==> config.mk <==
export PLATFORM = sky130hd
export DESIGN_NAME = psum_drain
export DESIGN_NICKNAME = d
export VERILOG_FILES = /design/src/rtl/psum_drain.sv
export SDC_FILE = /design/constraint.sdc
export NUM_CORES = 1
export LEC_CHECK = 0
export CORE_ASPECT_RATIO = 0.9
export CORE_MARGIN = 8
export CORE_UTILIZATION = 40
export DETAILED_ROUTE_END_ITERATION = 8
export PLACE_DENSITY = 0.66
export RECOVER_POWER = 100
export SETUP_SLACK_MARGIN = 0.2
export SYNTH_ARGS = -nofsm -noshare
export SYNTH_HDL_FRONTEND = slang
export SYNTH_SLANG_ARGS = --single-unit
==> constraint.sdc <==
create_clock -name clk -period 11.6 [get_ports clk]
set_clock_uncertainty 0.15 [all_clocks]
set_input_delay 1.16 -clock clk [delete_from_list [all_inputs] [get_ports clk]]
set_output_delay 1.16 -clock clk [all_outputs]
set_load 0.005 [all_outputs]
==> src/rtl/psum_drain.sv <==
// psum_drain: snapshots all PE partial sums on a start rise and streams them out over valid/ready.
module psum_drain #(
  parameter int NUM_PE = 16,
  parameter int PSUM_W = 16,
  parameter int IDX_W  = 4
) (
  input  logic                     clk,
  input  logic                     rstSys,
  input  logic                     start_check,
  input  logic [NUM_PE*PSUM_W-1:0] psumIn,
  input  logic                     outReady,
  input  logic                     clrErr,
  output logic                     outValid,
  output logic [PSUM_W-1:0]        outData,
  output logic [IDX_W-1:0]         outIdx,
  output logic                     busy,
  output logic                     done,
  output logic                     overrun
);
  localparam logic [1:0] IDLE = 2'd0, SEND = 2'd1, DONE = 2'd2;
  logic [1:0]        state_q, state_d;
  logic [IDX_W-1:0]  idx_q, idx_d;
  logic              start_q, overrun_q, overrun_d;
  logic [PSUM_W-1:0] bank_q [NUM_PE];
  logic [PSUM_W-1:0] bank_d [NUM_PE];
  logic              start_edge, last;
  assign start_edge = start_check & ~start_q;
  assign last       = idx_q == IDX_W'(NUM_PE - 1);
  always_comb begin
    state_d   = state_q;
    idx_d     = idx_q;
    bank_d    = bank_q;
    // an edge arriving mid-drain is dropped but flagged; set beats clear
    overrun_d = (overrun_q & ~clrErr) | (start_edge & (state_q != IDLE));
    if (state_q == IDLE && start_edge) begin
      state_d = SEND;
      idx_d   = '0;
      for (int i = 0; i < NUM_PE; i++) bank_d[i] = psumIn[i*PSUM_W +: PSUM_W];
    end else if (state_q == SEND && outReady) begin
      state_d = last ? DONE : SEND;
      idx_d   = last ? idx_q : idx_q + IDX_W'(1);
    end else if (state_q != IDLE && state_q != SEND) begin
      state_d = IDLE;
    end
  end
  always_ff @(posedge clk or posedge rstSys) begin
    if (rstSys) begin
      state_q   <= IDLE;
      idx_q     <= '0;
      start_q   <= 1'b0;
      overrun_q <= 1'b0;
      for (int i = 0; i < NUM_PE; i++) bank_q[i] <= '0;
    end else begin
      state_q   <= state_d;
      idx_q     <= idx_d;
      start_q   <= start_check;
      overrun_q <= overrun_d;
      bank_q    <= bank_d;
    end
  end
  assign outValid = state_q == SEND;
  assign outData  = outValid ? bank_q[idx_q] : '0;
  assign outIdx   = outValid ? idx_q : '0;
  assign busy     = state_q == SEND || state_q == DONE;
  assign done     = state_q == DONE;
  assign overrun  = overrun_q;
endmodule

After elaboration in Yosys (flattened, before gate mapping)
Cells that the tools add are included.
{"block": "word_totals", "out_inout_bits": 24, "word_cells": 55, "regBits": 264}
{"block": "op_classes", "muxes": 12, "n_addsub": 1, "n_eq_ne": 5, "n_bitwise": 7, "reduce_logical": 9, "magnitude_cmp": 1}
{"cell": "binary-select mux 16 bit (select 4 bit)", "n": 1}
{"cell": "2-to-1 mux 16 bit", "n": 3}
{"cell": "2-to-1 mux 4 bit", "n": 4}
{"cell": "2-to-1 mux 2 bit", "n": 4}
{"cell": ">= comparator 5 bit (second input constant)", "n": 1}
{"cell": "NOT 4 -> 5 bit", "n": 1}
{"cell": "adder 4 x 1 -> 4 bit (second input constant)", "n": 1}
{"cell": "== test 4 bit (second input constant)", "n": 1}
{"cell": "!= test 2 x 1 -> 1 bit (second input constant)", "n": 2}
{"cell": "nonzero test 2 bit", "n": 2}
{"cell": "AND 1 bit", "n": 3}
{"cell": "logical AND 1 bit", "n": 3}
{"cell": "nonzero test 3 bit", "n": 1}
{"cell": "== test 2 x 1 -> 1 bit (second input constant)", "n": 1}
{"cell": "== test 2 bit (second input constant)", "n": 1}
{"cell": "zero test 2 bit", "n": 1}
{"cell": "NOT 1 bit", "n": 2}
{"cell": "AND reduction 2 bit", "n": 1}
{"cell": "logical OR 1 bit", "n": 1}
{"cell": "bitwise OR 1 bit", "n": 1}

Logic depth before layout (Yosys ltp)
Gate-level depths: netlist (run 1).
{"block": "depth", "word_depth": 5, "mapped_depth": 8}

Least setup slack after synthesis (run 1)
No wires, ideal clock.
{"block": "synth_path", "path_kind": "reg2out", "startpoint": "register state_q[1]", "endpoint": "output outData[10]", "stages_incl_launch_ff": 8, "n_path_buf": 3, "arrival_time_ps": 1576, "setup_slack_ps": 8714, "cell_sequence": "dfrtp_1 -> inv_1 -> ha_1 -> clkbuf_1 -> nand2b_1 -> buf_1 -> clkbuf_1 -> o32ai_1"}
{"block": "synth_via", "elab_chain_cells": 2}
{"item": "start: declaration", "line": "21", "text": "logic [1:0] state_q, state_d;"}
{"item": "start signal: assignment", "line": "54", "text": "state_q <= state_d;"}
{"item": "== test 2 x 1 -> 1 bit", "line": "61", "text": "assign outValid = state_q == SEND;"}
{"item": "named net outValid", "line": "13", "text": "output logic outValid,"}
{"item": "2-to-1 mux 16 bit", "line": "62", "text": "assign outData = outValid ? bank_q[idx_q] : '0;"}
{"item": "end: declaration", "line": "14", "text": "output logic [PSUM_W-1:0] outData,"}
The timed path passes the listed nets, and every way through them passes these cells.

Final worst setup path (run 1)
{"block": "layout_path", "startpoint": "register idx_q[2]", "endpoint": "output outData[0]"}
{"block": "layout_via", "elab_chain_cells": 5}
{"item": "start: declaration", "line": "22", "text": "logic [IDX_W-1:0] idx_q, idx_d;"}
{"item": "start signal: assignment", "line": "55", "text": "idx_q <= idx_d;"}
{"item": "NOT 4 -> 5 bit (implied by the code)", "line": "62"}
{"item": "binary-select mux 16 bit (select 4 bit)", "line": "62"}
{"item": "2-to-1 mux 16 bit (implied by the code) (2 in series)", "line": "62"}
{"item": "2-to-1 mux 16 bit", "line": "62"}
Every way passes these cells. The select of a mux whose other input is x is not followed.

==> results by stage, run 1 <==
Run status:
- The run finished, with violations left.
- The checks that failed: max-capacitance violations, max-slew violations.

Worst setup path:
- Along the worst path, the maximum fanout reaches 52.
- STA classifies the critical path startpoint as a flop.
- On the worst path, the slowest cell contributes a delay of 2.23 ns.
- The startpoint of the most critical register-to-register path is state_q[1].
- The depth of the worst register-to-register path is 8.
- The number of buffers and inverters on the critical path is 2.
- STA classifies the critical path endpoint as an output port.
- For this design, the slowest cell found on the critical path is sky130_fd_sc_hd__clkbuf_1.
- The worst setup path startpoint is idx_q[2].
- In this run the critical register-to-register path is captured at bank_q[228].
- The worst setup path endpoint is outData[0].
- Broken down by cell family, the worst path's largest delay share belongs to buffers and inverters.
- The setup path with the least slack is of type flop to output port.
- The depth of the critical timing path with buffers and inverters included is 5.
- The worst reg-to-reg setup slack is 5.65 ns.
- The critical path goes through clkbuf_1 > nand2b_1 > o22ai_1 > o32ai_1 > dlygate4sd3_1.
- STA puts the critical path data required time at 10.29 ns.
- The arrival time at the worst endpoint is 5.49 ns.

Timing:
- The worst max-slew margin expressed relative to the limit is -246.1%.
- Setup repair after global routing left no endpoint under its margin.
- The worst path uses 58.62% of the clock period.
- The count of final setup violators is 0.
- After routing, the total negative slack on setup checks comes to 0 ns.
- The max-slew violation count was 493.
- The worst path needs 6.800 ns of the cycle, external delays included.
- The transition time of the tightest slew-check pin is 5.192 ns.
- The final hold slack is 0.3176 ns.
- The maximum frequency from static timing analysis is 0.1471 GHz.
- The number of endpoints with negative hold slack in the final report is 0.

Routing:
- Using the TritonRoute via totals, the vias-per-cell ratio works out to 4.937.
- The number of design rule violations left after detail routing is 0.
- The routed wire length is 37900 um.
- The first detailed-routing pass took 5 iterations.
- Dividing the detail-routed wire length by the instance count gives 19.22 um.
- The count of vias placed by the detailed router is 9736.
- The violation count after the first detailed-route iteration is 686.
- The count of antenna-violating nets left after detailed routing is 0.

Clock network:
- The number of buffers created by CTS is 29.
- The CTS tree is yes.
- The insertion delay to the later sink of the worst-skew pair is 0.55 ns.
- Buffers added to address setup during post-CTS repair amount to 0.
- The clock sink count is 264.
- Hold repair after CTS inserted 0 buffers.
- The clock tree buffer depth is 3.
- After clock tree synthesis, the repair step resized 0 gates.
- CTS built an H-tree with a depth of 1.
- In this run the clock root is driven by a sky130_fd_sc_hd__clkbuf_16.
- After clock tree synthesis, the clock-pin slew on the worst setup and hold paths is 0.06 ns.

Layout:
- The fraction of layout instances using a drive strength above 1 is 8.504%.
- After the flow finishes, the layout carries non-filler instances totaling 1972.
- The net count reported at finish is 1810.
- The layout has 2732 filler cells.
- The signed area change from the synthesized netlist to the final layout is 32.32%.

Power:
- The fraction of power consumed by sequential logic is 39.2%.
- The power density relative to cell area is 253.5 nW/um^2.
- The switching power summed over all nets is 1411 uW.
- Internal power comes to 2669 uW.
- The cell leakage power is 0.007791 uW.
- Net switching is 34.58% of the power.
- The portion of total power attributed to the clock network is 22.6%.
- The share of total power in combinational logic is 38.2%.
- The peak ir drop on the vdd network is 128.8 uV.

Die:
- In this run the horizontal extent of the chip is 199.8 um.
- The total I/O pin count is 285.
- The count of standard-cell rows is 60.
- The starting density of the core is 40.62%.
- In this run the standard cell core region covers 29950 um^2.
- The height of the die is 181.5 um.
- The floorplan die area is 36260 um^2.

Yosys:
- Synthesis produced a netlist whose cell count is 1305.
- The mean area per synthesized cell is 9.323 um^2.
- Summing every instance area after synthesis gives 12170 um^2.
- Counting flops and latches in the post-synthesis netlist gives 264.
- The net count of the mapped netlist is 1570.
- The fraction of the yosys area taken by sequential cells is 54.30%.
- The netlist uses 30 different library cells.
- For this run, the number of Yosys warnings is 0.

GRT:
- The number of antenna violations at the first check in global routing is 8.
- The first global-routing pass estimated 58930 um of wire.
- Global routing finished with a remaining overflow of 0.
- The maximum number of pins on one net before global-route repair is 257.
- The overall track demand over capacity in global routing is 20.72%.
- The via count of the first global-routing pass is 10250.

Placed design:
- Routability-driven placement finished with a final weighted congestion of 0.8425.
- The post-placement cell count is 1917.
- The count of buffers from port buffering is 284.
- The detailed placement HPWL is 26830 um.

Flow run:
- The count of max-cap constraint violations is 4.

Worst hold path:
- The path class of the lowest-slack min-delay path is flop to flop.
area by class of cell:
class	instances	area (um^2)	share of cell area (%)
Timing Repair Buffer	293	2900	18.02
Tap cell	403	504.2	3.132
Inverter	7	27.53	0.1710
Clock buffer	40	817.0	5.075
Multi-Input combinational cell	950	5095	31.65
Clock inverter	10	131.4	0.8160
Antenna cell	5	12.51	0.07772
Sequential cell	264	6611	41.07
cells by family (layout without fill, tap and decap cells):
| logic type | count (synthesis) | after routing | synth area share, % |
|---|---|---|---|
| flops | 264 | 264 | 54.30 |
| buf+inv | 91 | 350 | 3.826 |
| compound gates | 46 | 46 | 2.622 |
| simple gates | 804 | 804 | 25.59 |
| other cells | 0 | 5 | 0 |
| mux | 96 | 96 | 13.26 |
| fa+ha+maj | 4 | 4 | 0.4114 |
power by group through the flow:
stage                     Clock [uW]  Combinational (uW)  Sequential, uW
final                            922                1560            1600
after global routing             974                1730            1650
after CTS                        941                1580            1600
after detailed placement           0                1570            1610
after global placement             0                1540            1590
after floorplan                    0                1080            1510
synthesized netlist by cell type:
| cell type | number | area [um^2] |
|---|---|---|
| sky130_fd_sc_hd__o22ai_1 | 16 | 100.1 |
| sky130_fd_sc_hd__inv_1 | 7 | 26.28 |
| sky130_fd_sc_hd__or2_2 | 1 | 6.260 |
| sky130_fd_sc_hd__and2_1 | 3 | 18.77 |
| sky130_fd_sc_hd__a21oi_1 | 6 | 30.03 |
| sky130_fd_sc_hd__nand3_2 | 1 | 10.01 |
| sky130_fd_sc_hd__clkbuf_1 | 34 | 127.6 |
| sky130_fd_sc_hd__mux2_2 | 32 | 360.4 |
| sky130_fd_sc_hd__and4_1 | 1 | 8.760 |
| sky130_fd_sc_hd__nand2_1 | 771 | 2894 |
| sky130_fd_sc_hd__buf_8 | 3 | 45.04 |
| sky130_fd_sc_hd__buf_1 | 10 | 37.54 |
| sky130_fd_sc_hd__or3_1 | 3 | 18.77 |
| sky130_fd_sc_hd__and3_1 | 1 | 6.260 |
| sky130_fd_sc_hd__o21ai_0 | 5 | 25.02 |
| sky130_fd_sc_hd__ha_1 | 4 | 50.05 |
| sky130_fd_sc_hd__buf_2 | 24 | 120.1 |
| sky130_fd_sc_hd__mux4_1 | 3 | 78.83 |
| sky130_fd_sc_hd__or3b_1 | 1 | 8.760 |
| sky130_fd_sc_hd__buf_4 | 10 | 75.07 |
| sky130_fd_sc_hd__nand2b_1 | 2 | 12.51 |
| sky130_fd_sc_hd__buf_6 | 3 | 33.78 |
| sky130_fd_sc_hd__nand3b_1 | 1 | 7.510 |
| sky130_fd_sc_hd__o31ai_1 | 2 | 15.01 |
| sky130_fd_sc_hd__o32ai_1 | 17 | 148.9 |
| sky130_fd_sc_hd__and3b_1 | 1 | 8.760 |
| sky130_fd_sc_hd__nor2b_1 | 18 | 112.6 |
| sky130_fd_sc_hd__mux2i_1 | 16 | 160.2 |
| sky130_fd_sc_hd__mux4_2 | 45 | 1013 |
| sky130_fd_sc_hd__dfrtp_1 | 264 | 6606 |
tightest hold or removal path, cell delays in order, from the launching register on:
cell and delay, ns:
sky130_fd_sc_hd__dfrtp_1 0.33, sky130_fd_sc_hd__nand2_1 0.05, sky130_fd_sc_hd__nand2_1 0.06
layout by cell type (no fill, tap or decap), drive strengths merged, types with 2 or more instances in the layout:
cell type and n:
a21oi 6, and2 3, buf 6, bufinv 3
clkbuf 43, clkdlybuf4s50 260, clkinv 5, clkinvlp 2
dfrtp 264, diode 5, dlygate4sd3 24, ha 4
inv 7, mux2 32, mux2i 16, mux4 48
nand2 771, nand2b 2, nor2b 18, o21ai 5
o22ai 16, o31ai 2, o32ai 17, or3 3
worst min path at each step:
stage           startpoint     endpoint  slack [ns]  cells after the start
3_5_place_dp   bank_q[159]  bank_q[159]        0.31                      2
5_1_grt         bank_q[68]   bank_q[68]        0.33                      2
3_3_place_gp   bank_q[226]  bank_q[226]        0.30                      2
6_report       bank_q[159]  bank_q[159]        0.32                      2
4_1_cts        bank_q[159]  bank_q[159]        0.32                      2
2_1_floorplan  bank_q[167]  bank_q[167]        0.29                      2
layer usage:
layer  global-route usage (%)  vias to the layer above  routed length [um]  share of wire [%]
li1                         -                     4665                   -                  -
met1                    27.64                     4679               15920                 42
met5                        0                        -                  34              0.090
met4                    5.324                        6                 739                1.9
met3                    5.693                       55                3289                8.7
met2                    32.96                      331               17920                 47
registers in the layout, indices dropped and copies added (netlist names):
name and cells:
bank_q 256, idx_q 4, overrun 1, start_q 1, state_q 2
per-stage QoR:
stage | total power, uW | setup slack (ns) | area (um^2) | utilization (%)
after floorplan | 2581 | 3.021 | 12170 | -
after global placement | 3136 | 6.851 | 15170 | 50.65
after detailed placement | 3178 | 6.771 | 15170 | 50.65
after CTS | 4115 | 6.351 | 16120 | 53.82
after global routing | 4354 | 4.370 | 16100 | 53.75
final | 4080 | 4.800 | 16100 | 53.75
No activity file was read; power rests on OpenSTA's default activity.
==> run 2: changes to the inputs <==
Clock period 11.6 ns to 7.1 ns, I/O delays scaled along.
==> run 2 against run 1 <==
- routed wire length grew 5.0%
- core utilization barely moved
- die area is the same
- non-clock buffer count decreased by 1
- hold slack got worse by 0.0013 ns
- highest routed layer is now met4
- clock power grew 63%
- global-route usage increased by 0.89 points
- largest cell class unchanged
- critical endpoint is now bank_q[235]
- final area about the same
- the flow still finishes with violations (max-capacitance violations, max-slew violations)
- sequential power rose by 69%
- largest power group unchanged
==> results by stage, run 2 (synthesis gave the netlist of run 1 again) <==
Run status:
- The run finished, with violations left.
- The checks that failed: max-capacitance violations, max-slew violations.

Worst setup path:
- The startpoint of the most critical register-to-register path is state_q[0].
- The delay of the slowest cell on the worst path is 3.33 ns (+1.10 ns).
- The data required time of the critical path was 7.40 ns (-2.89 ns).
- The worst reg-to-reg setup slack is 1.75 ns (-3.90 ns).
- The cell with the most instances on the worst path is sky130_fd_sc_hd__nand2_1.
- The arrival time at the worst endpoint is 5.67 ns (+0.18 ns).
- The worst setup path is captured at a flop.
- The worst register-to-register path ends at bank_q[235].
- The startpoint type of the worst setup path is an input port.
- Traced cell by cell, the critical path runs through dlygate4sd3_1 > nand3b_1 > clkbuf_2 > nand2_1 > nand2_1.
- In this run the worst setup path begins at start_check.
- The classification of the worst setup path is input port to flop.
- The depth of the worst register-to-register path is 6 (-2).
- The maximum fanout along the worst path came to 256 (+390%).
- The cell with the largest stage delay on the worst path is sky130_fd_sc_hd__clkbuf_2.

Die:
- The count of standard-cell rows was 60 (unchanged).
- The die width came to 199.8 um (unchanged).
- The core footprint is 29950 um^2 (unchanged).
- The total I/O pin count is 285 (unchanged).
- The floorplan die area is 36260 um^2 (unchanged).
- The starting density of the core is 40.62% (unchanged).
- The height of the die is 181.5 um (unchanged).

Timing:
- The post-route minimum period is 5.367 ns.
- The maximum frequency from static timing analysis is 0.1863 GHz.
- The count of final setup violators is 0 (unchanged).
- The worst max-slew margin expressed relative to the limit is -242.0% (+4.1 points).
- The number of endpoints with negative hold slack in the final report is 0 (unchanged).
- The final period utilization is 75.60%.
- The transition time of the tightest slew-check pin is 5.131 ns (-0.06132 ns).
- The setup total negative slack is 0 ns (unchanged).
- The max-slew violation count is 312 (-37%).
- Setup repair after global routing left no endpoint under its margin.

Routing:
- The violation count after the first detailed-route iteration is 813 (+19%).
- The count of antenna-violating nets left after detailed routing is 0 (unchanged).
- The length of the first detailed-routing pass in iterations is 5 (unchanged).
- The number of design rule violations left after detail routing was 0 (unchanged).
- The routed wire length is 39790 um (+5.0%).
- The detailed-route wire length per cell is 20.23 um (+5.2%).
- The count of vias placed by the detailed router is 9810 (+0.76%).
- The post-detailed-route via-to-cell ratio is 4.987 (+1.0%).

Clock network:
- The clock tree buffer depth was 3 (unchanged).
- Clock tree synthesis selected as its root buffer the cell sky130_fd_sc_hd__clkbuf_16.
- The clock sink count came to 264 (unchanged).
- The insertion delay to the later sink of the worst-skew pair is 0.55 ns (about the same).
- TritonCTS built the clock tree.
- The post-CTS resize count is 0 (unchanged).
- The H-tree depth reported by CTS was 1 (unchanged).
- The number of buffers added to fix hold violations after cts is 0 (unchanged).
- The number of post-CTS setup repair buffers is 0 (unchanged).
- The number of buffers created by CTS is 28 (-3.4%).
- The clock edge transition at the registers on the reported setup and hold paths was 0.06 ns (about the same).

GRT:
- The global-route wire length before repair is 60260 um (+2.3%).
- The residual overflow from global routing is 0 (unchanged).
- The global-route met3 utilization is 6.932% (+1.2 points).
- The overall track demand over capacity in global routing is 21.60% (+0.89 points).
- The via count of the first global-routing pass is 10190 (-0.56%).
- The number of antenna violations at the first check in global routing is 0 (-8).
- The maximum number of pins on one net before global-route repair came to 263 (+2.3%).
- The global-route track usage on met2 is 33.08% (+0.12 points).
- After global routing, the most crowded layer is met2.
- The met1 routing resource usage after global routing is 29.52% (+1.9 points).

Worst hold path:
- The startpoint of the worst hold path is bank_q[168].
- The number of cells on the worst hold path is 2 (unchanged).
- The path with the worst hold slack has its endpoint at bank_q[168].
- The path class of the lowest-slack min-delay path is flop to flop.

Power:
- The cell leakage power was 0.007798 uW (about the same).
- The power density relative to cell area came to 413.7 nW/um^2 (+63%).
- The peak ir drop on the vdd network is 274.2 uV (+110%).

Layout:
- The register with the most flip-flops is bank_q.
- The final antenna diode count is 0 (-5).
- The number of flip-flops in the largest register was 256 (unchanged).
- Leaving out fill and tap cells, the most frequent cells in the layout are sky130_fd_sc_hd__nand2_1 (771), sky130_fd_sc_hd__dfrtp_1 (262), sky130_fd_sc_hd__clkdlybuf4s50_1 (261).
- The net count reported at finish is 1808 (-0.11%).
- The final cell utilization of the core is 53.78% (about the same).
- The largest registers in the layout are bank_q (256), idx_q (4), state_q (2).
- The signed area change from the synthesized netlist to the final layout is 32.40% (about the same).
- The commonest non-fill, non-tap cell in the layout is sky130_fd_sc_hd__nand2_1.
- The fraction of layout instances using a drive strength above 1 is 8.760% (+0.26 points).

Placed design:
- The routability-driven placement congestion ratio is 0.8663 (+2.8%).
- The count of buffers from port buffering is 284 (unchanged).
- The detailed placement HPWL came to 29080 um (+8.4%).

Flow run:
- The count of max-cap constraint violations is 3 (-1).
-- run 2: cell count changes in the layout (fill, tap and decap cells not counted), moves of 3 or more --
cell and delta:
sky130_fd_sc_hd__diode_2 -5, sky130_fd_sc_hd__clkbuf_8 +4, sky130_fd_sc_hd__buf_4 -3, sky130_fd_sc_hd__clkbuf_1 -3
-- run 2: layer usage --
layer	share of wire (%)	wire length [um]
met3	9.7	3850
met4	2.3	911
met5	0	0
met2	45	18010
met1	43	17010
-- run 2: per-stage QoR --
step           total power [uW]  hold slack, ns  instance area (um^2)  setup WS [ns]  instances
6_report                   6665          0.3163                 16110          1.733       1967
5_1_grt                    7070          0.3354                 16110          1.439       1967
4_1_cts                    6715          0.3196                 16140          2.509       1967
3_5_place_dp               5200          0.3042                 15190          3.088       1916
3_3_place_gp               5138          0.3015                 15190          3.101       1916
2_1_floorplan              4218          0.2873                 12170          2.756       1305
-- run 2: cell type report --
cell class,count,area [um^2]
Timing Repair Buffer,292,2919
Clock buffer,41,839.6
Inverter,7,27.53
Sequential cell,264,6609
Tap cell,403,504.2
Multi-Input combinational cell,950,5099
Fill cell,2690,13840
Clock inverter,10,111.4
-- run 2: how the worst max path moves through the flow --
stage,end,slack [ns],cells after the start
4_1_cts,outData[11],2.51,5
3_5_place_dp,outData[11],3.09,5
2_1_floorplan,bank_q[0],2.76,1
5_1_grt,bank_q[170],1.44,6
6_report,bank_q[235],1.73,5
3_3_place_gp,outData[10],3.10,5
-- run 2: power by group --
part	switching (uW)	leakage [uW]	internal, uW	total (uW)
registers	500	0.00328	2200	2700
clock network	607	0.000477	889	1500
logic	1230	0.00404	1240	2470
total	2340	0.00780	4330	6660
-- run 2: worst max-delay path: cells and delay by family --
family	cells	cell delay, ns
simple gates	3	0.59
buf+inv	2	3.92
